<file path="config.mk">
export PLATFORM = sky130hd
export DESIGN_NAME = freelist
export DESIGN_NICKNAME = d
export VERILOG_FILES = /design/src/rtl/freelist_pkg.sv /design/src/rtl/freelist.sv
export SDC_FILE = /design/constraint.sdc
export NUM_CORES = 1
export LEC_CHECK = 0
export BUFFER_PORTS_ARGS = -buffer_cell sky130_fd_sc_hd__clkbuf_2
export CAP_MARGIN = 40
export CELL_PAD_IN_SITES_DETAIL_PLACEMENT = 0
export CELL_PAD_IN_SITES_GLOBAL_PLACEMENT = 2
export CORE_MARGIN = 5
export CORE_UTILIZATION = 49
export CTS_CLUSTER_DIAMETER = 80
export DETAILED_ROUTE_END_ITERATION = 16
export GPL_TIMING_DRIVEN = 0
export PLACE_DENSITY = 0.95
export SLEW_MARGIN = 40
export SYNTH_ARGS = -nofsm -noshare
export SYNTH_HDL_FRONTEND = slang
export SYNTH_SLANG_ARGS = --single-unit
</file>
<file path="constraint.sdc">
create_clock -name clk_i -period 14.7 [get_ports clk_i]
set_input_delay 0.735 -clock clk_i [delete_from_list [all_inputs] [get_ports clk_i]]
set_output_delay 0.735 -clock clk_i [all_outputs]
set_load 0.01 [all_outputs]
</file>
<file path="src/rtl/freelist_pkg.sv">
// Free-list types, sizes and helpers shared by rename/dispatch/retire.
// The bypass option is selected with the FL_RT_BYPASS_EN macro.
`ifndef DP_NUM
`define DP_NUM 2
`endif
`ifndef RT_NUM
`define RT_NUM 2
`endif
`ifndef ARCH_REG_NUM
`define ARCH_REG_NUM 32
`endif
`ifndef FL_ENTRY_NUM
`define FL_ENTRY_NUM 32
`endif
`ifndef TAG_IDX_WIDTH
`define TAG_IDX_WIDTH 6
`endif

package freelist_pkg;

   localparam int C_DP_NUM        = `DP_NUM;
   localparam int C_RT_NUM        = `RT_NUM;
   localparam int C_ARCH_REG_NUM  = `ARCH_REG_NUM;
   localparam int C_FL_ENTRY      = `FL_ENTRY_NUM;
   localparam int C_TAG_IDX_WIDTH = `TAG_IDX_WIDTH;

   localparam int C_FL_IDX_W = $clog2(C_FL_ENTRY);
   localparam int C_FL_PTR_W = C_FL_IDX_W + 1;
   localparam int C_DP_CNT_W = $clog2(C_DP_NUM + 1);
   localparam int C_RT_CNT_W = $clog2(C_RT_NUM + 1);
   localparam int C_RT_IDX_W =
      (C_RT_NUM > 1) ? $clog2(C_RT_NUM) : 1;

   typedef logic [C_TAG_IDX_WIDTH-1:0] tag_t;
   typedef logic [C_FL_PTR_W-1:0]      fl_ptr_t;
   typedef logic [C_FL_IDX_W-1:0]      fl_idx_t;

   typedef struct packed {
      logic [C_DP_CNT_W-1:0] dp_num;
   } DP_FL;

   typedef struct packed {
      logic [C_DP_NUM-1:0][C_TAG_IDX_WIDTH-1:0] tag;
      logic [C_DP_CNT_W-1:0]                    avail_num;
   } FL_DP;

   typedef struct packed {
      logic [C_RT_CNT_W-1:0]                    rt_num;
      logic [C_RT_NUM-1:0][C_TAG_IDX_WIDTH-1:0] tag;
   } RT_FL;

   function automatic int min_int(input int a, input int b);
      return (a < b) ? a : b;
   endfunction

endpackage

</file>
<file path="src/rtl/freelist.sv">
// Circular FIFO of free physical tags between retire and dispatch.
// Define FL_RT_BYPASS_EN to forward same-cycle retire tags when short.
module freelist
   import freelist_pkg::*;
(
   input  logic clk_i,
   input  logic rst_i,
   input  logic rollback_i,
   input  DP_FL dp_fl_i,
   output FL_DP fl_dp_o,
   input  RT_FL rt_fl_i
);

   tag_t    entry [C_FL_ENTRY];
   fl_ptr_t head_ptr;
   fl_ptr_t tail_ptr;
   fl_ptr_t head_next;
   fl_ptr_t tail_next;
   fl_ptr_t count;
   fl_idx_t rd_idx;

   logic [C_RT_IDX_W-1:0] byp_idx;
   logic byp_on;
   logic overpop;
   logic overflow;

   int cnt;
   int rt_n;
   int dp_n;
   int avail_n;
   int pop_n;
   int byp_n;

   assign count = tail_ptr - head_ptr;

   // Offer head tags (plus optional retire forwarding) and compute next pointers.
   always_comb begin
      fl_dp_o = '0;
      rd_idx  = '0;
      byp_idx = '0;
      byp_on  = 1'b0;
      cnt     = int'(count);
      rt_n    = int'(rt_fl_i.rt_num);
      dp_n    = int'(dp_fl_i.dp_num);
      avail_n = min_int(cnt, C_DP_NUM);
`ifdef FL_RT_BYPASS_EN
      byp_on = !rollback_i && (cnt < C_DP_NUM);
      if (byp_on) begin
         avail_n = min_int(cnt + rt_n, C_DP_NUM);
      end
`endif
      for (int i = 0; i < C_DP_NUM; i++) begin
         rd_idx = head_ptr[C_FL_IDX_W-1:0] + C_FL_IDX_W'(i);
         byp_idx = C_RT_IDX_W'(i - cnt);
         if (i < avail_n && i < cnt) begin
            fl_dp_o.tag[i] = entry[rd_idx];
         end else if (i < avail_n && byp_on) begin
            fl_dp_o.tag[i] = rt_fl_i.tag[byp_idx];
         end
      end
      fl_dp_o.avail_num = C_DP_CNT_W'(avail_n);

      // Illegal over-pop is clamped to what is offered.
      overpop = !rollback_i && (dp_n > avail_n);
      pop_n   = min_int(dp_n, avail_n);
      if (rollback_i) begin
         pop_n = 0;
      end
      // Popped tags beyond the stored count came straight from retire.
      byp_n = (pop_n > cnt) ? pop_n - cnt : 0;

      overflow  = (cnt - pop_n + rt_n) > C_FL_ENTRY;
      tail_next = tail_ptr + C_FL_PTR_W'(rt_n);
      if (rollback_i) begin
         head_next = {~tail_next[C_FL_PTR_W-1],
                      tail_next[C_FL_IDX_W-1:0]};
      end else begin
         head_next = head_ptr + C_FL_PTR_W'(pop_n);
      end
   end

   // Tag storage and pointer update; reset refills with all non-arch tags.
   always_ff @(posedge clk_i) begin
      if (rst_i) begin
         for (int k = 0; k < C_FL_ENTRY; k++) begin
            entry[k] <= C_TAG_IDX_WIDTH'(C_ARCH_REG_NUM + k);
         end
         head_ptr <= '0;
         tail_ptr <= {1'b1, {C_FL_IDX_W{1'b0}}};
      end else begin
         for (int j = 0; j < C_RT_NUM; j++) begin
            if (j < rt_n && j >= byp_n) begin
               entry[tail_ptr[C_FL_IDX_W-1:0] + C_FL_IDX_W'(j)]
                  <= rt_fl_i.tag[j];
            end
         end
         head_ptr <= head_next;
         tail_ptr <= tail_next;
      end
   end

   a_no_overpop : assert property (
      @(posedge clk_i) disable iff (rst_i) !overpop
   ) else $warning("freelist: dp_num above avail_num, pop clamped");

   a_no_overflow : assert property (
      @(posedge clk_i) disable iff (rst_i) !overflow
   ) else $error("freelist: retire push overflows the list");

endmodule

</file>
; Word level (Yosys, flattened, before mapping)
; Memory sizes are Yosys's and may differ from the RTL's. A register that Yosys moved wholly into a read port is not among the register bits.
; Index checks and enable logic that the tools add are counted.
[totals]
input_bits = 19
mem_bits_rw = 192
reg_bits = 12
output_inout_bits = 14
n_memories = 1
word_cells = 49
[mem_list]
columns = memory, words, width, rd, rd_clocked_by_memory_dff, wr, line_no
row1 = entry, 32, 6, 2, 1, 32, freelist.sv:14  ; tag_t entry [C_FL_ENTRY];
[classes]
muxes = 22
n_addsub = 6
bitwise = 1
n_lt_le_gt_ge = 11
reduce_logical = 6
[op_table]
columns = op, n
row1 = 6-bit 2-to-1 mux, 8
row2 = 1-bit by 32-bit >= comparator with 1-bit output (first input constant), 1
row3 = 2-bit by 32-bit >= comparator with 1-bit output (first input constant), 1
row4 = 32-bit by 7-bit greater-than comparator with 1-bit output, 1
row5 = 32-bit 2-to-1 mux, 1
row6 = 32-bit by 7-bit subtractor with 32-bit output, 1
row7 = 1-bit by 6-bit less-than comparator with 1-bit output (first input constant), 4
row8 = 5-bit 2-to-1 mux, 3
row9 = 6-bit OR reduction, 2
row10 = 5-bit by 1-bit adder with 5-bit output (second input constant), 2
row11 = 1-bit 2-to-1 mux, 10
row12 = 6-bit by 2-bit adder with 6-bit output, 1
row13 = 6-bit adder, 1
row14 = 2-bit by 6-bit less-than comparator with 1-bit output, 1
row15 = 6-bit by 2-bit less-than comparator with 1-bit output (second input constant), 1
row16 = 6-bit subtractor, 1
row17 = 1-bit logical AND, 4
row18 = 1-bit by 2-bit less-than comparator with 1-bit output (first input constant), 2
row19 = 1-bit inverter, 1

; Depth between registers and ports, before layout
[logic_depth]
ltp_word = 15
depth_mapped = 29
depth_no_buf = 24

; Least setup slack after synthesis
; OpenSTA, ideal clock, no wires.
[synth_timing]
kind = register to register
startpoint = reg head_ptr[1]
endpoint = mem entry[10][0] in the netlist's numbering, enable pin
setup_ns = 0.373
path_slack_ns = 8.000
arrival_ns = 6.327
synth_period_minus_slack_ns = 6.700
required_ns = 14.327
n_path_buf = 6
stages_incl_launch_ff = 29
path_cell_list = dfxtp_1 > buf_2 > buf_1 > inv_1 > ha_1 > nor2b_1 > o211a_1 > o311ai_0 > nand2_1 > buf_6 > and4bb_2 > buf_4 > ha_1 > nor2_1 > or2_2 > a21oi_1 > ha_1 > and3b_1 > o21a_1 > o21ai_0 > nand2b_1 > ha_1 > nor3b_1 > o211a_1 > o21ai_0 > a31o_2 > buf_2 > buf_2 > o221ai_1
[synth_rtl]
columns = item, line_no
row1 = from (decl), freelist.sv:15  ; fl_ptr_t head_ptr;
row2 = from (signal assigned), freelist.sv:97  ; head_ptr <= head_next;
row3 = to (decl), freelist.sv:14

==> results.toml <==
[run_status]
status = "completed"

[cts]
cts_tree = "done"
clkTransAtPathRegs_ps = 60
post_cts_buffers = 0
cts_root_buf = "clkbuf_16"
cts_resized = 0
insertion_delay_ps = 540
numCtsBuffers = 24
cts.sink_count = 204
cts_max_level = 1
ctsHoldBuffers = 0
cts.path.max_buffers = 3

[timing]
fin_skew_ps = 29.6
slew_violations = 0
fin_crit_ps = 9070
max_freq_mhz = 110
fin_ws_ps = 5630
fin_crit_sh_pct = 61.7
hold_viol_final = 0
relSlewSlack_pct = 32.8
rsz0062_at_grt = "no"
finalSetupViolCount = 0
fin_tns_setup_ps = 0
tightestPinTransition_ps = 1010

[route]
via_count = 11100
wire_per_inst_um = 38.4
drc = 0
dr.pass1.iters = 12
totalWireLength_um = 54800
detail-route-antenna-nets = 0
vias_per_cell = 7.78
drt_iter0_markers = 2087

[setup_path]
reg2reg_to = "entry[23][1]$_DFFE_PP_"
rr_startpoint = "head_ptr[1]$_SDFF_PP0_"
crit_required_ps = 14850
critical-path-max-stage-delay_ps = 770
end_kind = "flop"
start_kind = "flop"
slowest_stage = "a31oi_1"
crit_end = "entry[23][1]$_DFFE_PP_"
reg2reg_slack_ps = 5630
cp-startpoint = "head_ptr[1]$_SDFF_PP0_"
path_class = "reg -> reg"
r2r_cells = 27
cp.arrival_ps = 9220
crit_fanout = 10
cpMostUsedCell = "ha_1"

[synthesis]
ys_seq_elements = 204
ys_warn_count = 0
synth-edff-count = 192
synth_top_flop_cell = "edfxtp_1"
synth_area_leader_cell = "edfxtp_1"
syn_area_sq_um = 13000
synth.avg_cell_area_sq_um = 12.8
synth_cell_types = 69
async_flop_share_pct = 0
ys_seq_area_share_pct = 46.2
yosysTopAreaCellShare_pct = 44.4
syn_inst = 1015
yosys-top-cells-area = "edfxtp_1 44%, mux4_2 20%, nand2_1 2.9%"

[floorplanning]
die_w_um = 173
die-area_sq_um = 29900
floorplan.rows = 59
io-pin-count = 33
initial_core_util_pct = 49.9
fp.dieH_um = 173
core-area_sq_um = 26100

[job]
maxCapViolations = 0

[finish]
final_common_cell = "edfxtp_1"
layout_common_cells = "192 x edfxtp_1, 115 x mux4_2, 99 x nand2_1"
drive_gt1_share_pct = 23.4
antenna_cells = 0
finalNetCount = 1117
syn_to_final_growth_pct = 10.6
postLayoutCoreUtil_pct = 55.2

[placement]
globalplace.congestion = 1.05
dp_hpwl_um = 40300
port_buffers = 25
dp_slack_ps = 5770

[pwr]
p_leak_nw = 4.29
power.density_nw_per_um2 = 137
max-vdd-ir-drop_mv = 0.0943

[global_route]
grt_overflow_total = 0
track_usage_pct = 35.3
grt_pass1_vias = 10400
grt_max_degree = 14
grt_antenna_before_repair = 0
grt_first_pass_wirelength_um = 76200

[worst_hold_path]
min_path_type = "reg -> reg"
[where the power goes]
part	leakage (nW)	switching, mW	internal, mW
combinational	2.25	0.471	0.247
clock	0.355	0.253	0.317
sequential	1.69	0.0175	0.657
total	4.29	0.742	1.22
[cell usage after synthesis (all sizes together) (6+ instances only)]
library cell,instances
edfxtp,192
mux4,115
nand2,101
nor2,81
buf,50
a22oi,49
clkbuf,47
o22ai,46
inv,23
o32ai,21
ha,20
o32a,18
o21ai,17
a2bb2oi,16
o221ai,15
a21oi,13
a21o,12
dfxtp,12
nand3,12
nor3,12
xnor2,9
a32oi,8
and2,8
and3,8
a22o,7
mux2i,7
nor2b,7
o211ai,7
xor2,7
nand2b,6
[flip-flops by register name, indices dropped and copies added, names as in the netlist]
| signal | count |
|---|---|
| head_ptr | 6 |
| tail_ptr | 6 |
| entry | 192 |
[logic make-up (layout without fill, tap and decap cells)]
kind of cell	after synthesis	count (layout)	synth area share (%)
other	1	6	0.0289
DFF	204	204	46.2
and+or+nand+nor	251	251	8.77
muxes	122	122	20.5
adders and majority gates	24	24	2.54
buffers and inverters	122	194	4.25
AOI/OAI and AO/OA	275	275	16.6
xor gates and xnor gates	16	16	1.08
[how the worst min path moves through the flow]
stage / endpoint / cells after the start / startpoint / slack, ps
4_1_cts: tail_ptr[5]$_SDFF_PP1_ / 2 / tail_ptr[5]$_SDFF_PP1_ / 570
5_1_grt: tail_ptr[5]$_SDFF_PP1_ / 2 / tail_ptr[5]$_SDFF_PP1_ / 590
3_3_place_gp: tail_ptr[5]$_SDFF_PP1_ / 2 / tail_ptr[5]$_SDFF_PP1_ / 540
3_5_place_dp: tail_ptr[5]$_SDFF_PP1_ / 2 / tail_ptr[5]$_SDFF_PP1_ / 560
6_report: tail_ptr[5]$_SDFF_PP1_ / 2 / tail_ptr[5]$_SDFF_PP1_ / 580
2_1_floorplan: tail_ptr[5]$_SDFF_PP1_ / 2 / tail_ptr[5]$_SDFF_PP1_ / 510
[layer usage]
metal  routed length (um)  share of wire (%)  track usage [%]
met5                    0                  0                0
met3                 8480                 15             13.4
met4                 3200                5.8             15.7
met1                20000                 37             48.0
met2                23100                 42             50.8
[critical path, delay by kind of cell (launching register included)]
kind	cells	cell delay [ps]
flops	1	460
fa+ha+maj	4	1220
simple gates	8	1550
buf+inv	5	1800
compound gates	10	3650
[area by class of cell]
class,instances,area (sq um)
fill,2193,11700
multi-input combinational,694,6520
sequential,204,6010
clock buffer,33,666
buffer,97,474
tap,335,419
timing repair buffer,28,140
inverter,25,93.8
clock inverter,11,60.1
[per-stage QoR]
stage | cells | cell area, sq um | hold WS, ps | power (mW)
floorplan | 1020 | 13000 | 512 | 1.12
global placement | 1380 | 13600 | 541 | 1.37
detailed placement | 1380 | 13600 | 562 | 1.37
CTS | 1424 | 14300 | 571 | 1.92
global route | 1427 | 14400 | 593 | 2.00
finish | 1427 | 14400 | 578 | 1.96
Note: power is estimated with default switching activity, not from simulation.
